<file path="config.mk">
export PLATFORM = sky130hd
export DESIGN_NAME = quant_share_sched_flat
export DESIGN_NICKNAME = d
export VERILOG_FILES = /design/src/rtl/quant_share_sched_if.sv /design/src/rtl/quant_share_sched.sv /design/src/flat_wrapper.sv
export SDC_FILE = /design/constraint.sdc
export NUM_CORES = 1
export LEC_CHECK = 0
export BUFFER_PORTS_ARGS = -buffer_cell sky130_fd_sc_hd__buf_2
export CAP_MARGIN = 20
export CORE_AREA = 10 10 124 126
export DETAILED_ROUTE_END_ITERATION = 8
export DIE_AREA = 0 0 134 136
export PLACE_DENSITY = 0.85
export REMOVE_ABC_BUFFERS = 1
export SETUP_SLACK_MARGIN = 0.5
export SLEW_MARGIN = 30
export SYNTH_ARGS = -nofsm -noshare
export SYNTH_HDL_FRONTEND = slang
export SYNTH_SLANG_ARGS = --single-unit
</file>
<file path="constraint.sdc">
create_clock -name clk -period 3.8 [get_ports clk]
set_input_delay 0.76 -clock clk [delete_from_list [all_inputs] [get_ports clk]]
set_output_delay 0.76 -clock clk [all_outputs]
set_load 0.05 [all_outputs]
</file>
<file path="src/rtl/quant_share_sched_if.sv">
// quant_share_sched_if: requester, quantizer and result signals of the shared quantizer scheduler
interface quant_share_sched_if #(
  parameter int NUM_REQ = 4,
  parameter int IDATA_WIDTH = 24,
  parameter int ODATA_BIT = 8,
  parameter int CDATA_SCALE_WIDTH = 16,
  parameter int CDATA_BIAS_WIDTH = 16,
  parameter int CDATA_SHIFT_WIDTH = 5,
  parameter int ID_WIDTH = $clog2(NUM_REQ)
);
  logic [NUM_REQ-1:0] req_valid;
  logic [NUM_REQ-1:0] req_last;
  logic [NUM_REQ*IDATA_WIDTH-1:0] req_data;
  logic [NUM_REQ-1:0] req_ready;
  logic [NUM_REQ*CDATA_SCALE_WIDTH-1:0] cfg_scale;
  logic [NUM_REQ*CDATA_BIAS_WIDTH-1:0] cfg_bias;
  logic [NUM_REQ*CDATA_SHIFT_WIDTH-1:0] cfg_shift;
  logic [IDATA_WIDTH-1:0] q_idata;
  logic q_idata_valid;
  logic [CDATA_SCALE_WIDTH-1:0] q_cfg_scale;
  logic [CDATA_BIAS_WIDTH-1:0] q_cfg_bias;
  logic [CDATA_SHIFT_WIDTH-1:0] q_cfg_shift;
  logic [ODATA_BIT-1:0] q_odata;
  logic q_odata_valid;
  logic [ODATA_BIT-1:0] out_data;
  logic out_valid;
  logic [ID_WIDTH-1:0] out_id;
  logic busy;
  modport master (
    output req_valid, req_last, req_data, cfg_scale, cfg_bias, cfg_shift, q_odata, q_odata_valid,
    input req_ready, q_idata, q_idata_valid, q_cfg_scale, q_cfg_bias, q_cfg_shift,
    input out_data, out_valid, out_id, busy
  );
  modport slave (
    input req_valid, req_last, req_data, cfg_scale, cfg_bias, cfg_shift, q_odata, q_odata_valid,
    output req_ready, q_idata, q_idata_valid, q_cfg_scale, q_cfg_bias, q_cfg_shift,
    output out_data, out_valid, out_id, busy
  );
endinterface

</file>
<file path="src/rtl/quant_share_sched.sv">
// quant_share_sched: round-robin burst arbiter sharing one quantizer pipeline, draining between owners
module quant_share_sched #(
  parameter int NUM_REQ = 4,
  parameter int IDATA_WIDTH = 24,
  parameter int ODATA_BIT = 8,
  parameter int CDATA_SCALE_WIDTH = 16,
  parameter int CDATA_BIAS_WIDTH = 16,
  parameter int CDATA_SHIFT_WIDTH = 5,
  parameter int MAX_BURST = 64,
  parameter int INFLIGHT_WIDTH = 4,
  parameter int ID_WIDTH = $clog2(NUM_REQ)
) (
  input logic clk,
  input logic rst,
  quant_share_sched_if.slave bus
);
  localparam int BCW = MAX_BURST > 1 ? $clog2(MAX_BURST) : 1;
  typedef enum logic [1:0] {IDLE, GRANT, DRAIN} state_t;
  state_t state, state_nx;
  logic [ID_WIDTH-1:0] owner, rr_ptr, sel, owner_inc;
  logic [BCW-1:0] beat_cnt;
  logic [INFLIGHT_WIDTH-1:0] inflight, flush;
  logic sel_hit, accept, burst_end;
  always_comb begin
    sel = '0;
    sel_hit = 1'b0;
    for (int i = 0; i < NUM_REQ; i++)
      if (!sel_hit && bus.req_valid[(int'(rr_ptr) + i) % NUM_REQ]) begin
        sel_hit = 1'b1;
        sel = ID_WIDTH'((int'(rr_ptr) + i) % NUM_REQ);
      end
  end
  assign owner_inc = owner == ID_WIDTH'(NUM_REQ - 1) ? '0 : owner + 1'b1;
  assign accept = state == GRANT && bus.req_valid[owner];
  assign burst_end = accept && (bus.req_last[owner] || beat_cnt == BCW'(MAX_BURST - 1));
  // no new owner until post-reset strays have been flushed, so none of its results are dropped
  always_comb begin
    state_nx = state == IDLE ? (sel_hit && flush == '0 ? GRANT : IDLE)
             : state == GRANT ? (burst_end ? DRAIN : GRANT)
             : (inflight == '0 && !bus.q_idata_valid ? IDLE : DRAIN);
    bus.req_ready = '0;
    if (state == GRANT) bus.req_ready[owner] = 1'b1;
  end
  assign bus.busy = state != IDLE || inflight != '0;
  always_ff @(posedge clk) begin
    if (rst) begin
      state <= IDLE;
      rr_ptr <= '0;
      owner <= '0;
      beat_cnt <= '0;
      inflight <= '0;
      flush <= '1;
      bus.q_idata <= '0;
      bus.q_idata_valid <= 1'b0;
      bus.q_cfg_scale <= '0;
      bus.q_cfg_bias <= '0;
      bus.q_cfg_shift <= '0;
      bus.out_data <= '0;
      bus.out_valid <= 1'b0;
      bus.out_id <= '0;
    end else begin
      state <= state_nx;
      if (flush != '0) flush <= flush - 1'b1;
      if (state == IDLE && state_nx == GRANT) begin
        owner <= sel;
        beat_cnt <= '0;
        bus.q_cfg_scale <= bus.cfg_scale[sel*CDATA_SCALE_WIDTH +: CDATA_SCALE_WIDTH];
        bus.q_cfg_bias <= bus.cfg_bias[sel*CDATA_BIAS_WIDTH +: CDATA_BIAS_WIDTH];
        bus.q_cfg_shift <= bus.cfg_shift[sel*CDATA_SHIFT_WIDTH +: CDATA_SHIFT_WIDTH];
      end
      if (accept) begin
        beat_cnt <= beat_cnt + 1'b1;
        bus.q_idata <= bus.req_data[owner*IDATA_WIDTH +: IDATA_WIDTH];
      end
      if (burst_end) rr_ptr <= owner_inc;
      bus.q_idata_valid <= accept;
      if (bus.q_idata_valid && !bus.q_odata_valid) inflight <= inflight + 1'b1;
      else if (!bus.q_idata_valid && bus.q_odata_valid && inflight != '0) inflight <= inflight - 1'b1;
      bus.out_data <= bus.q_odata;
      bus.out_valid <= bus.q_odata_valid && flush == '0;
      bus.out_id <= owner;
    end
  end
  a_no_underflow: assert property (@(posedge clk) disable iff (rst || flush != '0)
    !(bus.q_odata_valid && inflight == '0));
endmodule

</file>
<file path="src/flat_wrapper.sv">
// flat-port wrapper written by rule: the top's interface ports become plain ports
module quant_share_sched_flat 
#(
  parameter int NUM_REQ = 4,
  parameter int IDATA_WIDTH = 24,
  parameter int ODATA_BIT = 8,
  parameter int CDATA_SCALE_WIDTH = 16,
  parameter int CDATA_BIAS_WIDTH = 16,
  parameter int CDATA_SHIFT_WIDTH = 5,
  parameter int MAX_BURST = 64,
  parameter int INFLIGHT_WIDTH = 4,
  parameter int ID_WIDTH = $clog2(NUM_REQ)
)
  (clk, rst, bus_req_valid, bus_req_last, bus_req_data, bus_cfg_scale, bus_cfg_bias, bus_cfg_shift, bus_q_odata, bus_q_odata_valid, bus_req_ready, bus_q_idata, bus_q_idata_valid, bus_q_cfg_scale, bus_q_cfg_bias, bus_q_cfg_shift, bus_out_data, bus_out_valid, bus_out_id, bus_busy);
  quant_share_sched_if #(.NUM_REQ(NUM_REQ), .IDATA_WIDTH(IDATA_WIDTH), .ODATA_BIT(ODATA_BIT), .CDATA_SCALE_WIDTH(CDATA_SCALE_WIDTH), .CDATA_BIAS_WIDTH(CDATA_BIAS_WIDTH), .CDATA_SHIFT_WIDTH(CDATA_SHIFT_WIDTH), .ID_WIDTH(ID_WIDTH)) bus_i ();
  input logic clk;
  input logic rst;
  input wire logic [$bits(bus_i.req_valid)-1:0] bus_req_valid;
  input wire logic [$bits(bus_i.req_last)-1:0] bus_req_last;
  input wire logic [$bits(bus_i.req_data)-1:0] bus_req_data;
  input wire logic [$bits(bus_i.cfg_scale)-1:0] bus_cfg_scale;
  input wire logic [$bits(bus_i.cfg_bias)-1:0] bus_cfg_bias;
  input wire logic [$bits(bus_i.cfg_shift)-1:0] bus_cfg_shift;
  input wire logic [$bits(bus_i.q_odata)-1:0] bus_q_odata;
  input wire logic [$bits(bus_i.q_odata_valid)-1:0] bus_q_odata_valid;
  output wire logic [$bits(bus_i.req_ready)-1:0] bus_req_ready;
  output wire logic [$bits(bus_i.q_idata)-1:0] bus_q_idata;
  output wire logic [$bits(bus_i.q_idata_valid)-1:0] bus_q_idata_valid;
  output wire logic [$bits(bus_i.q_cfg_scale)-1:0] bus_q_cfg_scale;
  output wire logic [$bits(bus_i.q_cfg_bias)-1:0] bus_q_cfg_bias;
  output wire logic [$bits(bus_i.q_cfg_shift)-1:0] bus_q_cfg_shift;
  output wire logic [$bits(bus_i.out_data)-1:0] bus_out_data;
  output wire logic [$bits(bus_i.out_valid)-1:0] bus_out_valid;
  output wire logic [$bits(bus_i.out_id)-1:0] bus_out_id;
  output wire logic [$bits(bus_i.busy)-1:0] bus_busy;
  assign bus_i.req_valid = bus_req_valid;
  assign bus_i.req_last = bus_req_last;
  assign bus_i.req_data = bus_req_data;
  assign bus_i.cfg_scale = bus_cfg_scale;
  assign bus_i.cfg_bias = bus_cfg_bias;
  assign bus_i.cfg_shift = bus_cfg_shift;
  assign bus_i.q_odata = bus_q_odata;
  assign bus_i.q_odata_valid = bus_q_odata_valid;
  assign bus_req_ready = bus_i.req_ready;
  assign bus_q_idata = bus_i.q_idata;
  assign bus_q_idata_valid = bus_i.q_idata_valid;
  assign bus_q_cfg_scale = bus_i.q_cfg_scale;
  assign bus_q_cfg_bias = bus_i.q_cfg_bias;
  assign bus_q_cfg_shift = bus_i.q_cfg_shift;
  assign bus_out_data = bus_i.out_data;
  assign bus_out_valid = bus_i.out_valid;
  assign bus_out_id = bus_i.out_id;
  assign bus_busy = bus_i.busy;
  quant_share_sched #(.NUM_REQ(NUM_REQ), .IDATA_WIDTH(IDATA_WIDTH), .ODATA_BIT(ODATA_BIT), .CDATA_SCALE_WIDTH(CDATA_SCALE_WIDTH), .CDATA_BIAS_WIDTH(CDATA_BIAS_WIDTH), .CDATA_SHIFT_WIDTH(CDATA_SHIFT_WIDTH), .MAX_BURST(MAX_BURST), .INFLIGHT_WIDTH(INFLIGHT_WIDTH), .ID_WIDTH(ID_WIDTH)) u_core (.clk(clk), .rst(rst), .bus(bus_i));
endmodule
</file>
==> run summary <==
The detailed-route wire length is 19,000 um. For the maximum VDD drop, the log shows 190 uV. On the worst path, the slowest cell contributes a delay of 0.44 ns.

Cells fill 56.0% of the core in the end. Setup repair after global routing left no endpoint under its margin. For the worst setup path, the data arrival time is 2.00 ns. The most common cell after layout, fill and taps aside is sky130_fd_sc_hd__buf_2. TritonCTS built the clock tree. The top achievable clock speed was 363 MHz; the overall power of the completed layout was 2.39 mW. Dividing total power by cell area gives a power density of 328 mW/mm^2. In this run the worst path has a maximum fanout of 29. The run gives 3.30 nW as the leakage power total.

The routed length per placed instance was 18.9 um; the clock insertion delay at the later pin of the skew report was 0.34 ns. Cells with a size suffix above 1 make up 51.8% of the layout. Global routing used 19.8% of the available tracks.

The kind of capture point of the worst setup path is an output pin. Clock tree synthesis selected as its root buffer the cell sky130_fd_sc_hd__clkbuf_16. After synthesis, the cell types taking the most area are sky130_fd_sc_hd__dfxtp_1 36%, sky130_fd_sc_hd__mux2i_1 15%, sky130_fd_sc_hd__mux4_2 11%. The cell depth of the worst flop-to-flop path was 7. The cell type group with the largest total delay on the critical path was buffers and inverters.

The global-route track usage on met3 is 9.04%. For flop-to-flop paths, the worst setup slack is 1.22 ns. In this run the cell area measured after placement is 0.00697 mm^2.

The number of antenna violations at the first check in global routing was 3; the headroom to the max-slew limit was 45.2%. Multiplexer cells account for 26.3% of the synthesized area. The height of the chip was 136 um. After synthesis, the mean cell area works out to 10.3 um^2. The core region area came out at 0.0130 mm^2.

For the count of TritonRoute iterations in the first routing pass, the log shows 4. The layout has 1,177 filler cells. Final HPWL from detailed placement: 15,800 um. After global routing, the most crowded layer is met2. The setup-violating endpoint count in the final report was 0. After Yosys synthesis, XOR and XNOR cells account for 0.678% of the synthesized area.

The maximum count of clock buffers along a single path came out at 2. Together, buffers and inverters on the worst path number 3. The adder and majority gate portion of the synthesized area was 2.57%. The total overflow left after global routing is 0. For the pin with the worst max-slew slack, the measured transition is 0.820 ns. The critical path ends at bus_req_ready[0]. The tools report the global routing met1 resource utilization as 19.7%.

The worst register-to-register path ends at u_core.bus.q_cfg_scale[7]. The post-synthesis instance area was 0.00517 mm^2. In the final design database the tool counted 1,097 nets.

Clock-pin slew was measured on the worst setup and hold paths at 0.07 ns. The number of enable-type register cells in the synthesized netlist was 0. The final period utilization works out to 72.5%. The startpoint of the most critical register-to-register path was u_core.flush[0]. The routed via count was 5,144; the number of distinct library cells after synthesis was 42.

The count of yosys warnings during synthesis is 0, and the max-cap check violation count is 0. Of all cell types, the one taking the most synthesized area is sky130_fd_sc_hd__dfxtp_1. The number of hold buffers added after CTS was 0.

In the layout the commonest cells are 340 x sky130_fd_sc_hd__buf_2, 92 x sky130_fd_sc_hd__nand2_1, 92 x sky130_fd_sc_hd__dfxtp_1, 77 x sky130_fd_sc_hd__mux2i_1, 40 x sky130_fd_sc_hd__a21oi_1. Counting buffers and inverters, the worst setup path is 5 cells deep. The via count of the first global-routing pass is 5,523.

The tools report the number of pins exceeding their max-slew limit in the final report as 0. The weighted congestion at the end of routability-driven global placement is 0.879, and the number of CTS-inserted buffers is 9. The initial core utilization is 39.8%, and the shortest clock period the worst path allows after layout is 2.76 ns.

The synthesized-area fraction occupied by and/or/nand/nor cells is 14.1%. Setup clock skew after layout: 0.00883 ns. The layout-stage area growth over the synthesis result is 40.6%. The run finished with clean final reports. The worst setup path is of the reg2out kind. Summing the sequential cell areas from Yosys gives 36.0% of the chip area. The synthesized netlist devotes 15.6% of its cell area to compound gates. The most critical setup path has its startpoint at u_core.owner[0]. In the synthesized netlist the dominant register cell turns out to be sky130_fd_sc_hd__dfxtp_1. The detail route stage leaves a number of antenna-violating nets equal to 0. Combinational family with the most area after synthesis: multiplexers.

For the site row count, the log shows 42. For this run, design rule violations remaining after detail routing come to 0. Traced cell by cell, the critical path runs through buf_4 > inv_1 > ha_1 > and2_1 > buf_2. The flop and latch count out of synthesis came out at 93. Summing all non-filler instances in the final layout gives an area of 0.00726 mm^2. The class of the tightest hold or removal check is reg2reg.

The number of gates resized after CTS was 0. For the worst hold slack after final layout, the log shows 0.452 ns. The floorplan step defined a die boundary enclosing 0.0182 mm^2.

The total setup buffers inserted after CTS was 0; the first-pass GRT wire length was 28,900 um. Proportion of synthesized flip-flops having asynchronous set or reset: 0%. The number of instances in the synthesized netlist came out at 502. The final number of hold-violating endpoints is 0. The first routing iteration left 239 violations. In this run the count of I/O pins placed on the die edge is 341. From left edge to right edge, the die measures 134 um.

In this run the tool buffered the top-level ports with 340 buffer cells. Critical path launch point type: a register. The number of H-tree branching levels came out at 3. In the global route stage, met2 resource usage came out at 34.6%.

The fraction of post-synthesis cell area in the top cell type by area is 36.0%. Among all stages on the critical path, the largest delay is contributed by sky130_fd_sc_hd__buf_4. The logs give 3.04 ns for the endpoint required time on the critical path and 0 ns for the final total negative setup slack. The mean number of vias per cell is 5.11. For the number of sinks driven by the clock tree, the log shows 93. Entering global routing, the biggest net connects 58 pins.
## synth_stat cells (4+ instances only)
library cell / number
sky130_fd_sc_hd__buf_2: 17
sky130_fd_sc_hd__xnor2_1: 4
sky130_fd_sc_hd__nor2_1: 18
sky130_fd_sc_hd__nand2b_1: 5
sky130_fd_sc_hd__mux2i_1: 77
sky130_fd_sc_hd__buf_6: 5
sky130_fd_sc_hd__nand3b_1: 5
sky130_fd_sc_hd__and2_1: 5
sky130_fd_sc_hd__clkbuf_1: 9
sky130_fd_sc_hd__o221ai_2: 30
sky130_fd_sc_hd__o21ai_0: 4
sky130_fd_sc_hd__inv_1: 7
sky130_fd_sc_hd__a21oi_1: 40
sky130_fd_sc_hd__buf_4: 5
sky130_fd_sc_hd__nand2_1: 92
sky130_fd_sc_hd__mux4_2: 26
sky130_fd_sc_hd__dfxtp_1: 93
sky130_fd_sc_hd__o221ai_1: 7
sky130_fd_sc_hd__or3_1: 5
sky130_fd_sc_hd__ha_1: 9
sky130_fd_sc_hd__nor2b_1: 10
## worst min-delay path: cells and delay by family, from the launching register on
kind / cells / cell delay [ns]
AOI/OAI and AO/OA: 1 / 0.05
DFF: 1 / 0.31
and+or+nand+nor: 1 / 0.05
## logic make-up after synthesis
family          count (synthesis)
xor+xnor                        4
mux                           103
buf+inv                        45
flops                          93
simple gates                  156
fa+ha+maj                      10
compound gates                 91
## power breakdown
part           leakage, nW  internal, mW  switching [mW]
registers            0.753         0.998          0.0191
logic                 2.40         0.232           0.242
clock network        0.143         0.510           0.385
total                 3.30          1.74           0.646
## metal layers
metal	part of all wire, %	vias to the layer above	wire [um]
met5	0	-	0
met4	3.4	0	639
met3	12	29	2190
met2	50	258	9410
met1	36	2366	6740
li1	-	2491	-
## worst min-delay path by stage
stage	startpoint	to	cells after the start
6_report	u_core.bus.q_idata[19]	u_core.bus.q_idata[19]	2
5_1_grt	u_core.bus.q_idata[1]	u_core.bus.q_idata[1]	2
4_1_cts	u_core.bus.q_idata[1]	u_core.bus.q_idata[1]	2
3_5_place_dp	u_core.bus.q_idata[1]	u_core.bus.q_idata[1]	2
3_3_place_gp	u_core.bus.q_cfg_bias[8]	u_core.bus.q_cfg_bias[8]	2
2_1_floorplan	u_core.rr_ptr[0]	u_core.rr_ptr[0]	2
## state kept, by name, indices dropped and copies added, names as in the netlist
register and count:
u_core.bus.out_data 8, u_core.beat_cnt 6, u_core.bus.q_idata_valid 1, u_core.bus.q_cfg_shift 5, u_core.flush 4, u_core.bus.out_id 2
u_core.bus.q_idata 24, u_core.bus.out_valid 1, u_core.owner 2, u_core.inflight 4, u_core.bus.q_cfg_bias 16, u_core.bus.q_cfg_scale 16
u_core.rr_ptr 2, u_core.state 2
## area by class of cell
class                           count  area (um^2)  share of cell area [%]
Clock inverter                      5         61.3                   0.844
Sequential cell                    93         1860                    25.7
Antenna cell                        2         5.00                  0.0689
Clock buffer                       10          229                    3.15
Multi-Input combinational cell    364         3080                    42.4
Tap cell                          176          220                    3.03
Inverter                            7         26.3                   0.362
Timing Repair Buffer              349         1780                    24.5
## stage by stage
step | worst slack [ns] | cells
detailed placement | 1.04 | 989
CTS | 1.01 | 1004
global placement | 0.997 | 989
global route | 0.883 | 1006
floorplan | -0.432 | 464
finish | 1.04 | 1006
(Power assumes the default switching activity.)
